--- config.mk ---
export PLATFORM = sky130hd
export DESIGN_NAME = line_buffer_loader
export DESIGN_NICKNAME = d
export VERILOG_FILES = /design/src/rtl/line_buffer_loader.sv
export SDC_FILE = /design/constraint.sdc
export NUM_CORES = 1
export LEC_CHECK = 0
export BUFFER_PORTS_ARGS = -buffer_cell sky130_fd_sc_hd__buf_2
export CORE_UTILIZATION = 40
export CTS_BUF_LIST = sky130_fd_sc_hd__clkbuf_4
export CTS_CLUSTER_SIZE = 16
export DETAILED_ROUTE_END_ITERATION = 6
export GPL_TIMING_DRIVEN = 0
export PLACE_DENSITY = 0.69
export SYNTH_ARGS = -nofsm -noshare
export SYNTH_HDL_FRONTEND = slang
export SYNTH_SLANG_ARGS = --single-unit
--- constraint.sdc ---
create_clock -name clk -period 1.9 [get_ports clk]
set_input_delay 0.38 -clock clk [delete_from_list [all_inputs] [get_ports clk]]
set_output_delay 0.38 -clock clk [all_outputs]
set_load 0.005 [all_outputs]
--- src/rtl/line_buffer_loader.sv ---
// Writer-side front end for the line buffer: normalises each projection
// line to exactly pNoTaps*pTapsWidth shifts, then freezes and flags it.
module line_buffer_loader #(
    parameter int pDataLength  = 16,
    parameter int pNoTaps      = 4,
    parameter int pTapsWidth   = 8,
    parameter int pLineLength  = pNoTaps * pTapsWidth,
    parameter int pCountLength = $clog2(pLineLength + 1) + 1
) (
    input  logic                    clk,
    input  logic                    reset,
    input  logic                    start,
    input  logic [pDataLength-1:0]  in_data,
    input  logic                    in_valid,
    input  logic                    in_last,
    output logic                    in_ready,
    output logic                    lb_enable,
    output logic [pDataLength-1:0]  lb_shift_in,
    output logic                    line_ready,
    input  logic                    consume,
    output logic                    busy,
    output logic                    overflow,
    output logic [pCountLength-1:0] shift_count
);

    typedef enum logic [2:0] {
        IDLE,
        LOAD,
        PAD,
        FLUSH,
        DRAIN,
        READY
    } state_t;

    localparam logic [pCountLength-1:0] kLineLen =
        pCountLength'(pLineLength);

    state_t                  state;
    state_t                  state_d;
    logic                    en_d;
    logic [pDataLength-1:0]  data_d;
    logic [pCountLength-1:0] cnt_d;
    logic [pCountLength-1:0] cnt_inc;
    logic                    ovf_d;
    logic                    accept;

    assign in_ready   = (state == LOAD) || (state == DRAIN);
    assign busy       = (state != IDLE);
    assign line_ready = (state == READY);
    assign accept     = in_valid & in_ready;
    assign cnt_inc    = shift_count + 1'b1;

    always_ff @(posedge clk) begin
        if (reset) begin
            state       <= IDLE;
            lb_enable   <= 1'b0;
            lb_shift_in <= '0;
            shift_count <= '0;
            overflow    <= 1'b0;
        end else begin
            state       <= state_d;
            lb_enable   <= en_d;
            lb_shift_in <= data_d;
            shift_count <= cnt_d;
            overflow    <= ovf_d;
        end
    end

    // FLUSH covers the cycle in which the final shift reaches the buffer,
    // so line_ready never coincides with an lb_enable pulse.
    always_comb begin
        state_d = state;
        en_d    = 1'b0;
        data_d  = lb_shift_in;
        cnt_d   = shift_count;
        ovf_d   = overflow;
        unique case (state)
            IDLE: begin
                if (start) begin
                    state_d = LOAD;
                    cnt_d   = '0;
                end
            end
            LOAD: begin
                if (accept) begin
                    en_d   = 1'b1;
                    data_d = in_data;
                    cnt_d  = cnt_inc;
                    if (cnt_inc == kLineLen) begin
                        if (in_last) begin
                            state_d = FLUSH;
                        end else begin
                            state_d = DRAIN;
                            ovf_d   = 1'b1;
                        end
                    end else if (in_last) begin
                        state_d = PAD;
                    end
                end
            end
            PAD: begin
                en_d   = 1'b1;
                data_d = '0;
                cnt_d  = cnt_inc;
                if (cnt_inc == kLineLen) begin
                    state_d = FLUSH;
                end
            end
            FLUSH: begin
                state_d = READY;
            end
            DRAIN: begin
                if (accept && in_last) begin
                    state_d = READY;
                end
            end
            READY: begin
                if (consume) begin
                    if (start) begin
                        state_d = LOAD;
                        cnt_d   = '0;
                    end else begin
                        state_d = IDLE;
                    end
                end
            end
            default: begin
                state_d = IDLE;
            end
        endcase
    end

endmodule

-- Word-level counts from Yosys, hierarchy flattened
Cells that the tools add are included.
W data, S select, Z words.
- output and inout port bits: 28
- register bits after elaboration: 28
- word-level logic and storage cells: 48
- input port bits: 22
- multiplexer cells: 18
- bitwise gates (word level): 2
- reduce and logical (&&, ||, !) cells: 10
- $add $sub $neg: 1
- equality and inequality tests: 12
- operators by type and width (cell ; number):
    $pmux W16 S2 ; 1
    $pmux W7 S4 ; 1
    $mux W3 ; 8
    $mux W7 ; 3
    $pmux W3 S6 ; 1
    $mux W16 ; 1
    $add A7 B1 Y7 const B ; 1
    $eq A7 B6 Y1 const B ; 1
    $eq A3 B2 Y1 const B ; 2
    $eq A3 B3 Y1 const B ; 2
    $ne A2 B2 Y1 const B ; 3
    $reduce_and A6 Y1 ; 1
    $ne A2 B1 Y1 const B ; 2
    $reduce_and A4 Y1 ; 1
    $reduce_bool A4 Y1 ; 1
    $eq A3 B1 Y1 const B ; 1
    $logic_not A3 Y1 ; 1
    $ne A3 B2 Y1 const B ; 1
    $reduce_and A3 Y1 ; 1
    $reduce_bool A3 Y1 ; 1
    $mux W1 ; 2
    $pmux W1 S2 ; 1
    $reduce_and A2 Y1 ; 1
    $reduce_bool A2 Y1 ; 1
    4 further kinds ; 4

-- Depth between registers and ports, before layout
- depth after elaboration: 6
- depth in mapped cells: 6
- mapped depth without buffers: 6

-- Least setup slack after synthesis
OpenSTA, ideal clock, no wires.
- path type: register to register
- from: reg shift_count[0]
- to: reg state[2]
- path slack: 0.087 ns
- setup time: 0.091 ns
- clock period less this slack: 1.813 ns
- cell stages (with the launch flop): 7
- arrival: 1.722 ns
- buffers on the path: 0
- data required time: 1.809 ns
- cells stage by stage: dfxtp_1 ha_1 and3_4 nand3_2 a211oi_2 nand4_1 a311oi_1
- cells in the longest elaborated chain, start to end: 5
- elaborated cells on any way between the ends: 8
- classes of those cells: add/sub: 1; eq/ne: 3; mux: 3; reduce/logical: 1
- RTL lines (what ; RTL line ; source):
    start, declared ; 23 ; output logic [pCountLength-1:0] shift_count
    start signal, assigned ; 64 ; shift_count <= cnt_d;
    $add A7 B1 Y7 (*) ; 51 ; assign cnt_inc = shift_count + 1'b1;
    $eq A7 B6 Y1 (*) ; 89, 105 ;
    $mux W3 ; 89 ; if (cnt_inc == kLineLen) begin
    $mux W3 ; 85 ; if (accept) begin
    $pmux W3 S6 ; 77 ; unique case (state)
    end signal, assigned ; 61 ; state <= state_d;
    end, declared ; 38 ; state_t state;
Every way passes the cells marked *; elsewhere a longest branch is shown, timed or not. The select of a mux whose other input is x is not followed.
A chain may end at the register's enable or synchronous reset.

-- Worst setup path after layout
- from: reg shift_count[0]
- to: reg state[1]
Same word-level chain as after synthesis.

==> impl_metrics.py <==
metrics = {
    "logic_synthesis": {
        "synthArstFlopShare_pct": 0,
        "yosys.area.top_type": "dfxtp_1",
        "synthSimpleGateAreaFrac_pct": 25.6,
        "synth_area_mm2": 0.00145,
        "yosys-top-cells-area": "dfxtp_1, a22oi_1, nor2_1",
        "synthXorXnorAreaFrac_pct": 0.604,
        "yosys_warnings": 0,
        "syn_avg_cell_area_um2": 8.73,
        "synth_compound_area_share_pct": 25.8,
        "synthMuxAreaShare_pct": 2.07,
        "ys_top_cells_by_count": "dfxtp_1, nor2_1, a22oi_1",
        "synthAdderAreaFrac_pct": 1.73,
        "synth_edf_count": 0,
        "synth.ff_latch_count": 28,
        "synth_flop_cell": "dfxtp_1",
        "synth.most_common_cell": "dfxtp_1",
        "syn_inst": 166,
        "synth_top_area_share_pct": 38.7,
        "synth_top_family_by_area": "compound AO/OA/AOI/OAI gates",
        "synth_cell_types": 50,
        "synth.net_count": 190,
        "ys_seq_area_share_pct": 38.7,
    },
    "routing": {
        "drc": 0,
        "drt_iter0_markers": 130,
        "route.vias.total": 1419,
        "wl_per_cell_um": 12.6,
        "via_per_inst": 5.38,
        "routed_wl_um": 3330,
        "ant_nets": 0,
        "firstDrtPassIters": 4,
    },
    "timing": {
        "hold_viol": 0,
        "fin_crit_sh_pct": 94.4,
        "fin_crit_ns": 1.79,
        "setup_viol": 0,
        "drv_slew": 0,
        "fmax_mhz": 558,
        "relSlewSlack_pct": 68.4,
        "max_slew.worst_pin.slew_ns": 0.475,
        "finClkSkew_ns": 0.00729,
    },
    "place": {
        "port_buffers": 48,
        "dp_cells": 260,
        "gp_congestion": 0.908,
        "dp_hpwl_um": 2430,
    },
    "power_and_ir_drop": {
        "seq_power_share_pct": 45.8,
        "ir_drop_mv": 0.428,
        "p_leak_nw": 0.777,
        "swShare_pct": 35.0,
        "pwr-share-clk_pct": 15.3,
        "intPower_mw": 1.01,
        "cellPowerDensity_mw_per_mm2": 861,
        "finalPower_mw": 1.55,
        "p_sw_uw": 543,
        "combPwrFrac_pct": 38.8,
    },
    "cts": {
        "ctsHoldBuffers": 0,
        "cts_buffers": 3,
        "clock-sinks": 28,
        "htreeDepth": 1,
        "clock-root-buffer": "clkbuf_4",
        "cts_tree": "built",
        "insertion_delay_ns": 0.32,
        "clk_pin_slew_ns": 0.14,
        "cts_buffer_depth": 2,
    },
    "finish": {
        "fillers": 359,
        "syn_to_final_growth_pct": 24.5,
        "drive_above_1_share_pct": 35.3,
        "multi_input_area_um2": 825,
        "stdcell_count": 264,
        "fin_nets": 244,
        "seqCellArea_um2": 568,
        "diodes": 0,
    },
    "global_route": {
        "grt_pass1_vias": 1243,
        "grt_usage_pct": 17.7,
        "grt_pass1_wl_um": 5640,
        "antenna_found_initial": 0,
        "grt_overflow": 0,
        "grt_max_degree": 15,
    },
    "worst_setup_path": {
        "cp_data_arrival_time_ns": 2.01,
        "end_kind": "register",
        "crit_cells": 7,
        "r2r_slack_ns": 0.11,
        "cp_num_buf_inv": 1,
        "r2r-end": "state[1]",
        "crit_chain": "ha_2 -> and3_4 -> nand3_2 -> a211oi_4 -> buf_4 -> a41o_1 -> nor3_1",
        "path_max_fanout": 8,
        "r2r_cells": 7,
        "crit_slowest_cell": "dfxtp_4",
        "crit_family": "compound AO/OA/AOI/OAI gates",
        "crit_end": "state[1]",
        "r2r-start": "shift_count[0]",
        "required_ns": 2.12,
        "critPathKind": "register to register",
        "startpoint": "shift_count[0]",
        "crit_path_max_incr_delay_ns": 0.41,
        "worstSetupStartpointType": "register",
    },
    "die": {
        "start_util_pct": 42.4,
        "core_area_mm2": 0.00342,
        "die_h_um": 62.2,
        "num_rows": 21,
        "die_x_um": 62.2,
        "dieArea_mm2": 0.00387,
        "io_pins": 50,
    },
    "flow_run": {
        "cap_violations": 0,
    },
    "worst_hold_path": {
        "min_path_type": "input port to register",
    },
    "run_status": {
        "outcome": "completed",
    },
}
-- state kept, by name (all words and copies together) (netlist names) --
| register | flops |
|---|---|
| lb_shift_in | 16 |
| state | 3 |
| shift_count | 7 |
| lb_enable | 1 |
| overflow | 1 |
-- per-layer routing --
layer	part of all wire, %	global-route usage (%)	up-vias
met3	5.6	2.21	2
met4	0.57	5.23	0
met2	45	28.2	47
met1	49	24.8	651
met5	0	0	-
li1	-	-	719
-- placed cells by master, fill, tap and decap left out, types with 4 or more instances in the layout --
cell type and n:
a22oi_1 14, nand3b_1 4, nor3_1 8, o21ai_0 8
buf_2 50, dfxtp_1 26, a21oi_1 11, nor2_1 26
-- area by class of cell --
| cell class | count | share of cell area [%] |
|---|---|---|
| Clock buffer | 3 | 1.25 |
| Inverter | 3 | 0.624 |
| Multi-Input combinational cell | 125 | 45.7 |
| Tap cell | 46 | 3.19 |
| Timing Repair Buffer | 50 | 14.1 |
| Buffer | 9 | 3.61 |
| Sequential cell | 28 | 31.5 |
-- power by group through the flow --
stage | registers, mW | logic, mW | clock network [mW]
after floorplan | 0.712 | 0.425 | 0
after global placement | 0.714 | 0.607 | 0
after detailed placement | 0.713 | 0.608 | 0
after CTS | 0.711 | 0.600 | 0.254
after global routing | 0.725 | 0.674 | 0.276
final | 0.712 | 0.603 | 0.238
-- cells by family (layout without fill, tap and decap cells) --
kind of cell | Yosys count | count (layout)
multiplexers | 3 | 3
adder cells (fa/ha/maj) | 2 | 2
buffers and inverters | 13 | 65
AO/OA/AOI/OAI | 53 | 53
XOR/XNOR | 1 | 1
AND/OR/NAND/NOR | 66 | 66
flip-flops | 28 | 28
-- how the worst min path moves through the flow --
stage,start,end,cells after the start
finish,in_data[10],lb_shift_in[10],3
global route,in_data[0],lb_shift_in[0],3
CTS,in_data[0],lb_shift_in[0],3
detailed placement,overflow,overflow,2
global placement,overflow,overflow,2
floorplan,overflow,overflow,2
-- through the flow --
stage          instance area (um2)  TNS (ns)  hold WS (ns)  util (%)  worst slack [ns]
6_report                      1800         0         0.286      52.8             0.107
4_1_cts                       1780         0         0.276      52.0            0.0214
2_1_floorplan                 1450         0         0.465         -            0.0874
3_5_place_dp                  1750    -0.268         0.488      51.1            -0.137
5_1_grt                       1800  -0.00685         0.272      52.8          -0.00640
3_3_place_gp                  1750    -0.312         0.472      51.1            -0.150
-- repair_timing --
item	4_1_cts	5_1_grt
endpoints found under the setup margin	5	12
gates cloned	0	0
pin swaps	1	1
setup buffers	0	2
gates resized for setup	3	6
-- tightest hold or removal path: cells and delay by family --
| family | cells | cell delay, ns |
|---|---|---|
| buf+inv | 1 | 0.07 |
| simple gates | 1 | 0.07 |
| compound gates | 1 | 0.05 |
Note: power is estimated with default switching activity, not from simulation.
